$ cat src/rtl/maze_round_controller_if.sv
// Purpose: groups the round controller's game inputs and status outputs into one bundle.
//   master: the side that drives buttons/timer/maze and watches status (debouncer/top-level/bench).
//   slave : the round controller itself.
// Signals:
//   tick_10hz, btn_up/down/left/right/ctrl, pausesw   control inputs
//   maze_walls, start_row/col, goal_row/col          maze description
//   pos_row/col/idx, game_state, time_left, strikes  round status
//   bump, win, lose                                  event/result flags
interface maze_round_controller_if #(
  parameter int unsigned MAZE_W = 18,
  parameter int unsigned MAZE_H = 11
);
  logic                       tick_10hz;
  logic                       btn_up;
  logic                       btn_down;
  logic                       btn_left;
  logic                       btn_right;
  logic                       btn_ctrl;
  logic                       pausesw;
  logic [MAZE_W*MAZE_H-1:0]   maze_walls;
  logic [3:0]                 start_row;
  logic [4:0]                 start_col;
  logic [3:0]                 goal_row;
  logic [4:0]                 goal_col;
  logic [3:0]                 pos_row;
  logic [4:0]                 pos_col;
  logic [7:0]                 pos_idx;
  logic [2:0]                 game_state;
  logic [9:0]                 time_left;
  logic [1:0]                 strikes;
  logic                       bump;
  logic                       win;
  logic                       lose;

  modport master (
    output tick_10hz, btn_up, btn_down, btn_left, btn_right, btn_ctrl, pausesw,
    output maze_walls, start_row, start_col, goal_row, goal_col,
    input  pos_row, pos_col, pos_idx, game_state, time_left, strikes, bump, win, lose
  );

  modport slave (
    input  tick_10hz, btn_up, btn_down, btn_left, btn_right, btn_ctrl, pausesw,
    input  maze_walls, start_row, start_col, goal_row, goal_col,
    output pos_row, pos_col, pos_idx, game_state, time_left, strikes, bump, win, lose
  );
endinterface

$ cat src/rtl/maze_round_controller.sv
// Purpose: runs one round of the maze defuse game - cursor movement against the wall
//   map, strike counting, round timer and WIN/LOSE decision.
// Ports:
//   CLK    system clock
//   RESET  asynchronous active-low reset
//   bus    maze_round_controller_if.slave (buttons, timer tick, maze in; cursor/status out)
module maze_round_controller #(
  parameter int unsigned MAZE_W      = 18,
  parameter int unsigned MAZE_H      = 11,
  parameter int unsigned TIME_LIMIT  = 600,
  parameter int unsigned MAX_STRIKES = 3
) (
  input  logic                    CLK,
  input  logic                    RESET,
  maze_round_controller_if.slave  bus
);

  localparam int unsigned ROW_W  = 4;
  localparam int unsigned COL_W  = 5;
  localparam int unsigned IDX_W  = 8;
  localparam int unsigned TIME_W = 10;
  localparam int unsigned STK_W  = 2;
  localparam int unsigned NBTN   = 5;

  localparam logic [ROW_W-1:0]  ROW_MAX  = ROW_W'(MAZE_H - 1);
  localparam logic [COL_W-1:0]  COL_MAX  = COL_W'(MAZE_W - 1);
  localparam logic [TIME_W-1:0] TIME_INI = TIME_W'(TIME_LIMIT);
  localparam logic [STK_W-1:0]  STK_MAX  = STK_W'(MAX_STRIKES);

  // button vector bit positions; lower index wins direction arbitration
  localparam int unsigned B_UP    = 0;
  localparam int unsigned B_DOWN  = 1;
  localparam int unsigned B_LEFT  = 2;
  localparam int unsigned B_RIGHT = 3;
  localparam int unsigned B_CTRL  = 4;

  typedef enum logic [2:0] {
    ST_IDLE  = 3'd0,
    ST_PLAY  = 3'd1,
    ST_PAUSE = 3'd2,
    ST_WIN   = 3'd3,
    ST_LOSE  = 3'd4
  } state_t;

  state_t            r_state,    w_state_nxt;
  logic [ROW_W-1:0]  r_row,      w_row_nxt;
  logic [COL_W-1:0]  r_col,      w_col_nxt;
  logic [IDX_W-1:0]  r_idx,      w_idx_nxt;
  logic [TIME_W-1:0] r_time,     w_time_nxt;
  logic [STK_W-1:0]  r_strikes,  w_strikes_nxt;
  logic              r_bump,     w_bump_nxt;
  logic              r_win;
  logic              r_lose;
  logic [ROW_W-1:0]  r_goal_row, w_goal_row_nxt;
  logic [COL_W-1:0]  r_goal_col, w_goal_col_nxt;
  logic [NBTN-1:0]   r_btn_q;

  logic [NBTN-1:0]   w_btn;
  logic [NBTN-1:0]   w_press;
  logic              w_dir_valid;
  logic              w_edge;
  logic [ROW_W-1:0]  w_tgt_row;
  logic [COL_W-1:0]  w_tgt_col;
  logic [IDX_W-1:0]  w_tgt_idx;
  logic              w_wall;
  logic              w_won;
  logic              w_lost;

  assign w_btn   = {bus.btn_ctrl, bus.btn_right, bus.btn_left, bus.btn_down, bus.btn_up};
  assign w_press = w_btn & ~r_btn_q;

  // Pick the single winning direction and its target cell; edge flags moves off the grid.
  always_comb begin
    w_dir_valid = 1'b1;
    w_edge      = 1'b0;
    w_tgt_row   = r_row;
    w_tgt_col   = r_col;
    if (w_press[B_UP]) begin
      w_edge    = (r_row == '0);
      w_tgt_row = r_row - ROW_W'(1);
    end else if (w_press[B_DOWN]) begin
      w_edge    = (r_row == ROW_MAX);
      w_tgt_row = r_row + ROW_W'(1);
    end else if (w_press[B_LEFT]) begin
      w_edge    = (r_col == '0);
      w_tgt_col = r_col - COL_W'(1);
    end else if (w_press[B_RIGHT]) begin
      w_edge    = (r_col == COL_MAX);
      w_tgt_col = r_col + COL_W'(1);
    end else begin
      w_dir_valid = 1'b0;
    end
    w_tgt_idx = IDX_W'(w_tgt_row) * IDX_W'(MAZE_W) + IDX_W'(w_tgt_col);
    w_wall    = bus.maze_walls[w_tgt_idx];
  end

  // Round FSM next-state and datapath updates.
  always_comb begin
    w_state_nxt    = r_state;
    w_row_nxt      = r_row;
    w_col_nxt      = r_col;
    w_time_nxt     = r_time;
    w_strikes_nxt  = r_strikes;
    w_bump_nxt     = 1'b0;
    w_goal_row_nxt = r_goal_row;
    w_goal_col_nxt = r_goal_col;
    w_won          = 1'b0;
    w_lost         = 1'b0;

    case (r_state)
      ST_IDLE: begin
        if (w_press[B_CTRL]) begin
          w_state_nxt    = ST_PLAY;
          w_row_nxt      = (bus.start_row > ROW_MAX) ? ROW_MAX : bus.start_row;
          w_col_nxt      = (bus.start_col > COL_MAX) ? COL_MAX : bus.start_col;
          w_goal_row_nxt = bus.goal_row;
          w_goal_col_nxt = bus.goal_col;
          w_time_nxt     = TIME_INI;
          w_strikes_nxt  = '0;
        end
      end

      ST_PLAY: begin
        // pause swallows this cycle's presses and tick entirely
        if (bus.pausesw) begin
          w_state_nxt = ST_PAUSE;
        end else begin
          if (w_dir_valid && !w_edge) begin
            if (w_wall) begin
              w_bump_nxt = 1'b1;
              if (r_strikes < STK_MAX) begin
                w_strikes_nxt = r_strikes + STK_W'(1);
              end
              w_lost = (w_strikes_nxt == STK_MAX);
            end else begin
              w_row_nxt = w_tgt_row;
              w_col_nxt = w_tgt_col;
              w_won     = (w_tgt_row == r_goal_row) && (w_tgt_col == r_goal_col);
            end
          end
          if (bus.tick_10hz && (r_time != '0)) begin
            w_time_nxt = r_time - TIME_W'(1);
            if (r_time == TIME_W'(1)) begin
              w_lost = 1'b1;
            end
          end
          // reaching the goal beats a simultaneous timer expiry
          if (w_won) begin
            w_state_nxt = ST_WIN;
          end else if (w_lost) begin
            w_state_nxt = ST_LOSE;
          end
        end
      end

      ST_PAUSE: begin
        if (!bus.pausesw) begin
          w_state_nxt = ST_PLAY;
        end
      end

      ST_WIN, ST_LOSE: begin
        if (w_press[B_CTRL]) begin
          w_state_nxt = ST_IDLE;
        end
      end

      default: begin
        w_state_nxt = ST_IDLE;
      end
    endcase

    w_idx_nxt = IDX_W'(w_row_nxt) * IDX_W'(MAZE_W) + IDX_W'(w_col_nxt);
  end

  // State and datapath registers.
  always_ff @(posedge CLK or negedge RESET) begin
    if (!RESET) begin
      r_state    <= ST_IDLE;
      r_row      <= '0;
      r_col      <= '0;
      r_idx      <= '0;
      r_time     <= TIME_INI;
      r_strikes  <= '0;
      r_bump     <= 1'b0;
      r_win      <= 1'b0;
      r_lose     <= 1'b0;
      r_goal_row <= '0;
      r_goal_col <= '0;
      r_btn_q    <= '0;
    end else begin
      r_state    <= w_state_nxt;
      r_row      <= w_row_nxt;
      r_col      <= w_col_nxt;
      r_idx      <= w_idx_nxt;
      r_time     <= w_time_nxt;
      r_strikes  <= w_strikes_nxt;
      r_bump     <= w_bump_nxt;
      r_win      <= (w_state_nxt == ST_WIN);
      r_lose     <= (w_state_nxt == ST_LOSE);
      r_goal_row <= w_goal_row_nxt;
      r_goal_col <= w_goal_col_nxt;
      r_btn_q    <= w_btn;
    end
  end

  assign bus.pos_row    = r_row;
  assign bus.pos_col    = r_col;
  assign bus.pos_idx    = r_idx;
  assign bus.game_state = r_state;
  assign bus.time_left  = r_time;
  assign bus.strikes    = r_strikes;
  assign bus.bump       = r_bump;
  assign bus.win        = r_win;
  assign bus.lose       = r_lose;

endmodule

$ cat src/flat_wrapper.sv
// flat-port wrapper written by rule: the top's interface ports become plain ports
module maze_round_controller_flat 
#(
  parameter int unsigned MAZE_W      = 18,
  parameter int unsigned MAZE_H      = 11,
  parameter int unsigned TIME_LIMIT  = 600,
  parameter int unsigned MAX_STRIKES = 3
)
  (CLK, RESET, bus_tick_10hz, bus_btn_up, bus_btn_down, bus_btn_left, bus_btn_right, bus_btn_ctrl, bus_pausesw, bus_maze_walls, bus_start_row, bus_start_col, bus_goal_row, bus_goal_col, bus_pos_row, bus_pos_col, bus_pos_idx, bus_game_state, bus_time_left, bus_strikes, bus_bump, bus_win, bus_lose);
  maze_round_controller_if #(.MAZE_W(MAZE_W), .MAZE_H(MAZE_H)) bus_i ();
  input  logic CLK;
  input  logic RESET;
  input wire logic [$bits(bus_i.tick_10hz)-1:0] bus_tick_10hz;
  input wire logic [$bits(bus_i.btn_up)-1:0] bus_btn_up;
  input wire logic [$bits(bus_i.btn_down)-1:0] bus_btn_down;
  input wire logic [$bits(bus_i.btn_left)-1:0] bus_btn_left;
  input wire logic [$bits(bus_i.btn_right)-1:0] bus_btn_right;
  input wire logic [$bits(bus_i.btn_ctrl)-1:0] bus_btn_ctrl;
  input wire logic [$bits(bus_i.pausesw)-1:0] bus_pausesw;
  input wire logic [$bits(bus_i.maze_walls)-1:0] bus_maze_walls;
  input wire logic [$bits(bus_i.start_row)-1:0] bus_start_row;
  input wire logic [$bits(bus_i.start_col)-1:0] bus_start_col;
  input wire logic [$bits(bus_i.goal_row)-1:0] bus_goal_row;
  input wire logic [$bits(bus_i.goal_col)-1:0] bus_goal_col;
  output wire logic [$bits(bus_i.pos_row)-1:0] bus_pos_row;
  output wire logic [$bits(bus_i.pos_col)-1:0] bus_pos_col;
  output wire logic [$bits(bus_i.pos_idx)-1:0] bus_pos_idx;
  output wire logic [$bits(bus_i.game_state)-1:0] bus_game_state;
  output wire logic [$bits(bus_i.time_left)-1:0] bus_time_left;
  output wire logic [$bits(bus_i.strikes)-1:0] bus_strikes;
  output wire logic [$bits(bus_i.bump)-1:0] bus_bump;
  output wire logic [$bits(bus_i.win)-1:0] bus_win;
  output wire logic [$bits(bus_i.lose)-1:0] bus_lose;
  assign bus_i.tick_10hz = bus_tick_10hz;
  assign bus_i.btn_up = bus_btn_up;
  assign bus_i.btn_down = bus_btn_down;
  assign bus_i.btn_left = bus_btn_left;
  assign bus_i.btn_right = bus_btn_right;
  assign bus_i.btn_ctrl = bus_btn_ctrl;
  assign bus_i.pausesw = bus_pausesw;
  assign bus_i.maze_walls = bus_maze_walls;
  assign bus_i.start_row = bus_start_row;
  assign bus_i.start_col = bus_start_col;
  assign bus_i.goal_row = bus_goal_row;
  assign bus_i.goal_col = bus_goal_col;
  assign bus_pos_row = bus_i.pos_row;
  assign bus_pos_col = bus_i.pos_col;
  assign bus_pos_idx = bus_i.pos_idx;
  assign bus_game_state = bus_i.game_state;
  assign bus_time_left = bus_i.time_left;
  assign bus_strikes = bus_i.strikes;
  assign bus_bump = bus_i.bump;
  assign bus_win = bus_i.win;
  assign bus_lose = bus_i.lose;
  maze_round_controller #(.MAZE_W(MAZE_W), .MAZE_H(MAZE_H), .TIME_LIMIT(TIME_LIMIT), .MAX_STRIKES(MAX_STRIKES)) u_core (.CLK(CLK), .RESET(RESET), .bus(bus_i));
endmodule
$ cat config.mk
export PLATFORM = sky130hd
export DESIGN_NAME = maze_round_controller_flat
export DESIGN_NICKNAME = d
export VERILOG_FILES = /design/src/rtl/maze_round_controller_if.sv /design/src/rtl/maze_round_controller.sv /design/src/flat_wrapper.sv
export SDC_FILE = /design/constraint.sdc
export NUM_CORES = 1
export LEC_CHECK = 0
export ABC_AREA = 1
export BUFFER_PORTS_ARGS = -buffer_cell sky130_fd_sc_hd__buf_2
export CAP_MARGIN = 20
export CORE_MARGIN = 1.5
export CORE_UTILIZATION = 52
export DETAILED_ROUTE_END_ITERATION = 10
export GPL_ROUTABILITY_DRIVEN = 0
export GPL_TIMING_DRIVEN = 0
export HOLD_SLACK_MARGIN = 0.15
export PLACE_DENSITY = 0.86
export REMOVE_ABC_BUFFERS = 1
export SLEW_MARGIN = 40
export SYNTH_ARGS = -nofsm -noshare
export SYNTH_HDL_FRONTEND = slang
export SYNTH_SLANG_ARGS = --single-unit
$ cat constraint.sdc
create_clock -name CLK -period 8.65 [get_ports CLK]
set_input_delay 2.595 -clock CLK [delete_from_list [all_inputs] [get_ports CLK]]
set_output_delay 2.595 -clock CLK [all_outputs]
set_load 0.01 [all_outputs]
After elaboration in Yosys (flattened, before gate mapping)
Cells that the tools add are included.

Register bits: 49. Bits of input ports: 225. Output and inout port bits: 35. Logic and storage cells: 121.

Add/sub/neg operators: 8. $mul: 2. Magnitude comparators: 4. Eq/ne operators: 17. Multiplexer cells: 63. Bitwise operators: 2. Reductions and logical operators: 13.

Operator list (number): $mux 5 (9); $mux 10 (3); $mux 4 (7); $mux 1 (23); $pmux 10 s2 (1); $mux 2 (9); $mux 3 (6); $add 8x5->8 (2); $mul 4x4->7 const B (2); $pmux 3 s4 (1); $eq 10x1->1 const B (1); $pmux 5 s2 (1); $reduce_bool 10->1 (1); $sub 10x1->10 const B (1); $eq 3x2->1 const B (3); $lt 8x9->1 const B (1); $bmux 1 s8 (1); $ne 2x1->1 const B (4); $pmux 4 s2 (1); $eq 3x3->1 const B (2); $add 5x1->5 const B (1); $and 5x5->5 (1); $eq 5x5->1 (1); $eq 5x5->1 const B (1); 24 further kinds (26).

Logic depth before layout (Yosys ltp)
Gate-level depths: netlist of the first run.

Depth after elaboration: 25. Gate-level depth with buffers: 36. Gate-level depth less buffers: 34.

Worst setup path after synthesis of the first run
Ideal clock, no wire load.

Path type: input -> register. Start point: input bus_btn_up. End point: register u_core.r_idx[7] (netlist: u_core.bus.pos_idx[7]). Library setup time: 0.117 ns. Arrival: 6.857 ns. Data required time: 8.533 ns. Path slack: 1.676 ns. Stages: 28. Path buffers: 1. Cells stage by stage: nand2_4 -> o41ai_2 -> xor2_2 -> ha_1 -> ha_1 -> nand2_1 -> o21ai_0 -> xor2_1 -> nand3_1 -> nor4_1 -> nor2_2 -> nand2_1 -> nand2_4 -> nand3_4 -> buf_6 -> nand2_1 -> o211ai_2 -> nand4_1 -> ha_1 -> ha_1 -> nand2_1 -> o21ai_0 -> nand2_1 -> nor2_1 -> xor2_1 -> inv_1 -> nand2_1 -> nand2_1.

Word-level cells in the longest chain between the ends: 12. Elaborated cells on any way between the ends: 21. Classes of those cells: add/sub: 2; mul: 2; mux: 14; bitwise: 1; reduce/logical: 2.

RTL lines: from (decl) (RTL line flat_wrapper.sv:14) `input wire logic [$bits(bus_i.btn_up)-1:0] bus_btn_up;`; $and 5x5->5 (*) (RTL line maze_round_controller.sv:70) `assign w_press = w_btn & ~r_btn_q;`; $mux 4 (RTL line maze_round_controller.sv:78) `if (w_press[B_UP]) begin`; $mul 4x4->7 (RTL line maze_round_controller.sv:93) `w_tgt_idx = IDX_W'(w_tgt_row) * IDX_W'(MAZE_W) + IDX_W'(w_tgt_col);`; $add 8x5->8 (RTL line maze_round_controller.sv:93); $bmux 1 s8 (RTL line maze_round_controller.sv:94) `w_wall = bus.maze_walls[w_tgt_idx];`; $mux 1 (implied by the code) (RTL line maze_round_controller.sv:94); $mux 4 (RTL line maze_round_controller.sv:129) `if (w_wall) begin`; $mux 4 (*) (RTL line maze_round_controller.sv:128) `if (w_dir_valid && !w_edge) begin`; $mux 4 (*) (RTL line maze_round_controller.sv:125) `if (bus.pausesw) begin`; $pmux 4 s2 (*) (RTL line maze_round_controller.sv:110) `case (r_state)`; via u_core.w_row_nxt[0] (RTL line maze_round_controller.sv:46) `logic [ROW_W-1:0] r_row, w_row_nxt;`; $mul 4x4->7 (*) (RTL line maze_round_controller.sv:173) `w_idx_nxt = IDX_W'(w_row_nxt) * IDX_W'(MAZE_W) + IDX_W'(w_col_nxt);`; $add 8x5->8 (*) (RTL line maze_round_controller.sv:173); via u_core.w_idx_nxt[7] (RTL line maze_round_controller.sv:48) `logic [IDX_W-1:0] r_idx, w_idx_nxt;`; to (signal assigned) (RTL line maze_round_controller.sv:195) `r_idx <= w_idx_nxt;`; to (decl) (RTL line maze_round_controller.sv:48).

The timed path passes the listed nets; every way through them passes the cells marked *. The select of a mux whose other input is x is not followed. A chain may end at the register's enable or synchronous reset.

Worst setup path in the final report of the first run
Same ends and word-level chain as after synthesis.

==> impl_metrics.py, run 1 <==
metrics = {
    "run_status": {
        "outcome": "finished clean",
    },
    "route": {
        "post-route-drc-count": 0,
        "wl_per_cell_um": 15.0,
        "routed_wl_um": 18800,
        "vias": 6951,
        "viasPerCell": 5.54,
        "ant_nets": 0,
        "drt_iter0_drc": 646,
        "firstDrtPassIters": 7,
    },
    "clocking": {
        "cts_setup_buffers": 0,
        "clk_latency_ns": 0.30,
        "clkTransAtPathRegs_ns": 0.10,
        "clockBufferDepth": 2,
        "cts.sinks": 48,
        "cts.htree.levels": 2,
        "cts_hold_buffers": 0,
        "cts_made_buffers": 5,
        "cts_tree": "built",
        "cts_resized": 0,
        "clock-root-buffer": "clkbuf_8",
    },
    "final_layout": {
        "layout_common_cells": "336 x nand2_1, 258 x buf_2, 222 x nand3_1",
        "final_area_mm2": 0.00682,
        "syn_to_final_growth_pct": 24.2,
        "multi_input_area_mm2": 0.00374,
        "finalNetCount": 1365,
        "ff_latch_area_mm2": 0.00121,
        "nFillCells": 988,
        "layout-drive-gt1-share_pct": 26.9,
        "final_common_cell": "nand2_1",
        "fin_util_pct": 66.3,
    },
    "yosys": {
        "synth-seq-cells": 48,
        "synth_area_leaders": "nand2_1 23%, nand3_1 20%, dfrtp_1 20%",
        "synth_top_cell_area_share_pct": 23.0,
        "synth_cells": 902,
        "yosysSeqAreaShare_pct": 22.0,
        "avgSynthCellArea_um2": 6.08,
        "yosysTopAreaCell": "nand2_1",
        "syn-cell-area_mm2": 0.00549,
        "yosys_warnings": 0,
        "ys_types": 46,
    },
    "pwr": {
        "power.internal_w": 0.00126,
        "p_switching_w": 0.00182,
        "comb_power_share_pct": 80.7,
        "pwr-share-clk_pct": 6.3,
        "vdd_drop_max_mv": 0.298,
        "seqPwrFrac_pct": 13.0,
        "leakagePower_nw": 3.88,
        "p_per_area_mw_per_mm2": 452,
        "swShare_pct": 59.0,
    },
    "timing": {
        "drv_slew": 0,
        "skew_ns": 0.00998,
        "worst_slew_pin_slew_ns": 0.740,
        "rsz0062_at_grt": "false",
        "finalCriticalPeriod_ns": 8.02,
        "finalSetupTns_ns": 0,
        "fin_crit_sh_pct": 92.7,
        "finalSetupViolCount": 0,
        "fmax_mhz": 125,
        "slew_headroom_pct": 50.7,
        "hold_viol": 0,
    },
    "die": {
        "fp.dieW_um": 106,
        "io_pins": 260,
        "die_y_um": 106,
        "die_area_mm2": 0.0112,
        "rows": 37,
        "initial_core_util_pct": 53.4,
        "coreArea_mm2": 0.0103,
    },
    "global_routing": {
        "grt-ovfl-total": 0,
        "grt.total_usage_pct": 32.4,
        "grt_pass1_wl_um": 29400,
        "grt_max_degree": 102,
        "grt_pass1_vias": 6260,
        "antenna_found_initial": 1,
    },
    "min_path": {
        "hp-class": "reg -> reg",
    },
    "critical_path": {
        "path_class": "in -> reg",
        "crit_path_start_kind": "primary input",
        "end_kind": "flip-flop",
        "cp_data_required_time_ns": 8.85,
        "cp_slowest_stage_delay_ns": 0.73,
        "critPathMaxFanout": 101,
        "worstPathArrival_ns": 8.22,
        "cpMostUsedCell": "nand2_1",
        "cp_slowest_cell": "nand2_8",
        "r2r_slack_ns": 2.50,
    },
    "job": {
        "drv_cap": 0,
    },
    "placed_design": {
        "placed_area_mm2": 0.00668,
        "post-dp-hpwl_um": 14200,
        "port_buffers": 259,
    },
}
## state kept, by name (all words and copies together) (netlist names), named ones only
name and count:
u_core.bus.pos_idx 7, u_core.bus.win 1, u_core.r_btn_q 5, u_core.r_goal_col 5, u_core.bus.pos_col 4, u_core.bus.bump 1
u_core.bus.strikes 2, u_core.bus.pos_row 4, u_core.bus.lose 1, u_core.r_goal_row 4, u_core.bus.time_left 10, u_core.bus.game_state 3
## worst max-delay path, delay by kind of cell
kind                       cells  cell delay, ns
buffers and inverters          4            0.76
adders and majority gates      2            0.66
xor gates and xnor gates       1            0.19
and+or+nand+nor               22            3.40
AOI/OAI and AO/OA              2            0.48
## synthesized netlist by cell type (all sizes together)
| library cell | count |
|---|---|
| a211oi | 3 |
| a21boi | 1 |
| a21oi | 18 |
| a221oi | 1 |
| a22oi | 1 |
| a311oi | 1 |
| a32o | 1 |
| a32oi | 1 |
| buf | 35 |
| clkbuf | 17 |
| dfrtp | 44 |
| dfstp | 4 |
| fa | 2 |
| ha | 22 |
| inv | 67 |
| nand2 | 345 |
| nand3 | 225 |
| nand3b | 1 |
| nand4 | 12 |
| nor2 | 27 |
| nor3 | 9 |
| nor4 | 5 |
| o2111ai | 1 |
| o211ai | 7 |
| o21a | 2 |
| o21ai | 22 |
| o22ai | 1 |
| o311ai | 1 |
| o31ai | 1 |
| o41ai | 1 |
| or2 | 1 |
| xnor2 | 7 |
| xor2 | 16 |
## routing by layer
metal	wire length, um	share of wire (%)	GRT usage, %
met1	7490	40	39.3
met2	8810	47	55.2
met3	1890	10	7.92
met4	657	3.5	12.8
met5	0	0	0
## area by class of cell
| type | count | share of cell area, % |
|---|---|---|
| clock inverter | 3 | 1.01 |
| multi-input combinational | 735 | 54.9 |
| sequential | 48 | 17.7 |
| inverter | 67 | 3.76 |
| tap | 136 | 2.50 |
| clock buffer | 5 | 1.01 |
| timing repair buffer | 259 | 19.1 |
| antenna | 1 | 0.0367 |
## kinds of logic after synthesis
group	after synthesis	synth area share, %
simple gates	625	50.4
fa+ha+maj	24	5.75
compound gates	63	7.55
xor+xnor	23	3.81
flops	48	22.0
buf+inv	119	10.5
## path summary, 6_finish.rpt
check,endpoint,start,depth (start not counted)
setup reg to reg,u_core.bus.pos_idx[7],flip-flop,30
hold reg to reg,u_core.bus.time_left[6],u_core.bus.time_left[6],2
hold / removal,u_core.bus.time_left[6],u_core.bus.time_left[6],2
max in group asynchronous,u_core.r_goal_col[4],RESET,1
setup / recovery,u_core.bus.pos_idx[7],bus_btn_up,31
min in group asynchronous,u_core.bus.lose,RESET,1
## power groups by stage
| stage | registers [W] | logic, W | clock network, W |
|---|---|---|---|
| 2_1_floorplan | 0.000412 | 0.00175 | 0 |
| 3_3_place_gp | 0.000399 | 0.00238 | 0 |
| 3_5_place_dp | 0.000400 | 0.00245 | 0 |
| 4_1_cts | 0.000397 | 0.00247 | 0.000196 |
| 5_1_grt | 0.000411 | 0.00279 | 0.000205 |
| 6_report | 0.000400 | 0.00249 | 0.000195 |
## through the flow
stage / cells / worst slack (ns) / power [W] / hold slack [ns]
2_1_floorplan: 850 / 0.927 / 0.00217 / 0.461
3_3_place_gp: 1245 / -0.935 / 0.00278 / 0.480
3_5_place_dp: 1245 / 0.413 / 0.00285 / 0.488
4_1_cts: 1253 / 0.724 / 0.00306 / 0.508
5_1_grt: 1254 / 0.113 / 0.00340 / 0.530
6_report: 1254 / 0.632 / 0.00308 / 0.510
Note: power is estimated with default switching activity, not from simulation.
==> inputs of run 2 (changes only) <==
CORE_UTILIZATION = 35   (was 52)
PLACE_DENSITY = 0.61   (was 0.86)
==> run 2 against run 1 <==
Against the previous run:
- clock power is 19% higher
- first-iteration DRC count is 24% lower
- power is 1.2% higher
- flip-flop and latch count stayed put
- global-route usage is 8.2 points lower
- critical path type unchanged
- highest routed layer unchanged
==> impl_metrics.py, run 2 (same netlist as run 1, synthesis figures left out) <==
metrics = {
    "global_routing": {
        "use_met1_pct": 31.4,
        "grt.total_usage_pct": 24.2,
        "grt-ovfl-total": 0,
        "grt_pass1_vias": 6399,
        "antenna_found_initial": 3,
        "met3_usage_pct": 3.76,
        "busiest_layer": "met2",
        "grt_max_degree": 102,
        "grtUsageMet2_pct": 41.5,
        "grt_pass1_wl_um": 32100,
    },
    "timing": {
        "rsz0062_at_grt": "false",
        "worst_slew_pin_slew_ns": 0.785,
        "fmax_mhz": 127,
        "finalCriticalPeriod_ns": 7.88,
        "finalSetupViolCount": 0,
        "fin_crit_sh_pct": 91.1,
        "slew_headroom_pct": 47.6,
        "skew_ns": 0.00772,
        "hold_viol": 0,
        "drv_slew": 0,
        "worst_hold_slack_ns": 0.501,
    },
    "die": {
        "fp.dieW_um": 128,
        "die_area_mm2": 0.0164,
        "io_pins": 260,
        "coreArea_mm2": 0.0153,
        "initial_core_util_pct": 36.0,
        "die_y_um": 128,
        "rows": 45,
    },
    "run_status": {
        "outcome": "finished clean",
    },
    "critical_path": {
        "path_class": "in -> reg",
        "crit_family": "simple AND/OR/NAND/NOR gates",
        "critPathMaxFanout": 101,
        "crit_start": "bus_btn_up",
        "cp.buffers_inverters": 4,
        "cp.depth": 33,
        "cp_slowest_stage_delay_ns": 0.76,
        "end_kind": "flip-flop",
        "cpMostUsedCell": "nand2_1",
        "worstPathArrival_ns": 8.07,
        "cp_slowest_cell": "inv_2",
        "reg2regPathDepth": 29,
        "crit_path_start_kind": "primary input",
        "cp_data_required_time_ns": 8.83,
    },
    "final_layout": {
        "largest_reg_flops": 10,
        "finalNetCount": 1366,
        "layout-drive-gt1-share_pct": 27.0,
        "final-instance-count-excl-fill": 1332,
        "layout_common_cells": "336 x nand2_1, 258 x buf_2, 222 x nand3_1",
        "syn_to_final_growth_pct": 27.1,
        "final_common_cell": "nand2_1",
    },
    "min_path": {
        "worstHoldStart": "u_core.r_goal_col[1]",
        "hp-class": "reg -> reg",
        "holdPathStages": 2,
    },
    "pwr": {
        "leakagePower_nw": 3.90,
        "p_per_area_mw_per_mm2": 447,
        "vdd_drop_max_mv": 0.304,
    },
    "route": {
        "routed_wl_um": 19900,
        "ant_nets": 0,
        "firstDrtPassIters": 5,
        "vias": 6730,
        "drt_iter0_drc": 494,
        "viasPerCell": 5.05,
        "post-route-drc-count": 0,
        "wl_per_cell_um": 15.0,
    },
    "clocking": {
        "cts_tree": "built",
        "clk_latency_ns": 0.29,
        "cts_made_buffers": 5,
        "cts_setup_buffers": 0,
        "cts_hold_buffers": 0,
        "cts.sinks": 48,
        "clock-root-buffer": "clkbuf_16",
        "clockBufferDepth": 2,
        "cts.htree.levels": 2,
        "cts_resized": 0,
        "clkTransAtPathRegs_ns": 0.07,
    },
    "placed_design": {
        "place_inst": 1321,
        "port_buffers": 259,
        "post-dp-hpwl_um": 15100,
    },
    "job": {
        "drv_cap": 0,
    },
}
==> run 2: cell count changes in the layout (fill, tap and decap cells not counted) <==
cell       delta
buf_12        +1
inv_6         -1
clkbuf_16     +5
clkbuf_8      -4
bufinv_16     -1
diode_2       +2
clkinv_4      +1
==> run 2: final cells by class <==
class                           instances  area [um^2]
Fill cell                            1673         8280
Multi-Input combinational cell        735         3740
Timing Repair Buffer                  260         1320
Sequential cell                        48         1210
Tap cell                              211          264
Inverter                               67          256
Clock buffer                            6          139
Clock inverter                          2         38.8
Antenna cell                            3         7.51
==> run 2: metrics by stage <==
stage          total power (W)  TNS, ns  util (%)  area (um^2)  worst slack, ns
2_1_floorplan          0.00217        0         -         5170            0.927
3_3_place_gp           0.00286    -4.77      44.1         6730            -1.29
3_5_place_dp           0.00290        0      44.5         6790            0.423
4_1_cts                0.00315        0      45.7         6970            0.701
5_1_grt                0.00351        0      45.7         6980           0.0422
6_report               0.00312        0      45.7         6980            0.768
==> run 2: routing by layer <==
| metal | vias to the layer above | wire length [um] |
|---|---|---|
| met5 | - | 0 |
| met4 | 0 | 469 |
| met3 | 35 | 1280 |
| met2 | 222 | 9300 |
| met1 | 3057 | 8870 |
| li1 | 3416 | - |
==> run 2: report_power, final <==
part | internal (W) | total [W] | switching [W]
Combinational | 0.000844 | 0.00249 | 0.00164
Sequential | 0.000315 | 0.000398 | 0.0000833
Clock | 0.000145 | 0.000233 | 0.0000884
Total | 0.00130 | 0.00312 | 0.00182
==> run 2: worst paths after layout <==
path	end	slack [ns]
max in group asynchronous	u_core.r_goal_col[0]	5.90
setup reg to reg	u_core.bus.pos_idx[7]	2.56
hold reg to reg	u_core.r_goal_col[1]	0.50
hold / removal	u_core.r_goal_col[1]	0.50
min in group asynchronous	u_core.bus.lose	2.31
setup / recovery	u_core.bus.pos_idx[7]	0.77
==> run 2: worst register-to-register path, delay by kind of cell, from the launching register on <==
family	cells	cell delay, ns
AO/OA/AOI/OAI	4	0.84
XOR/XNOR	2	0.80
adder cells (fa/ha/maj)	5	1.51
buffers and inverters	4	0.68
flip-flops	1	0.60
AND/OR/NAND/NOR	14	1.55
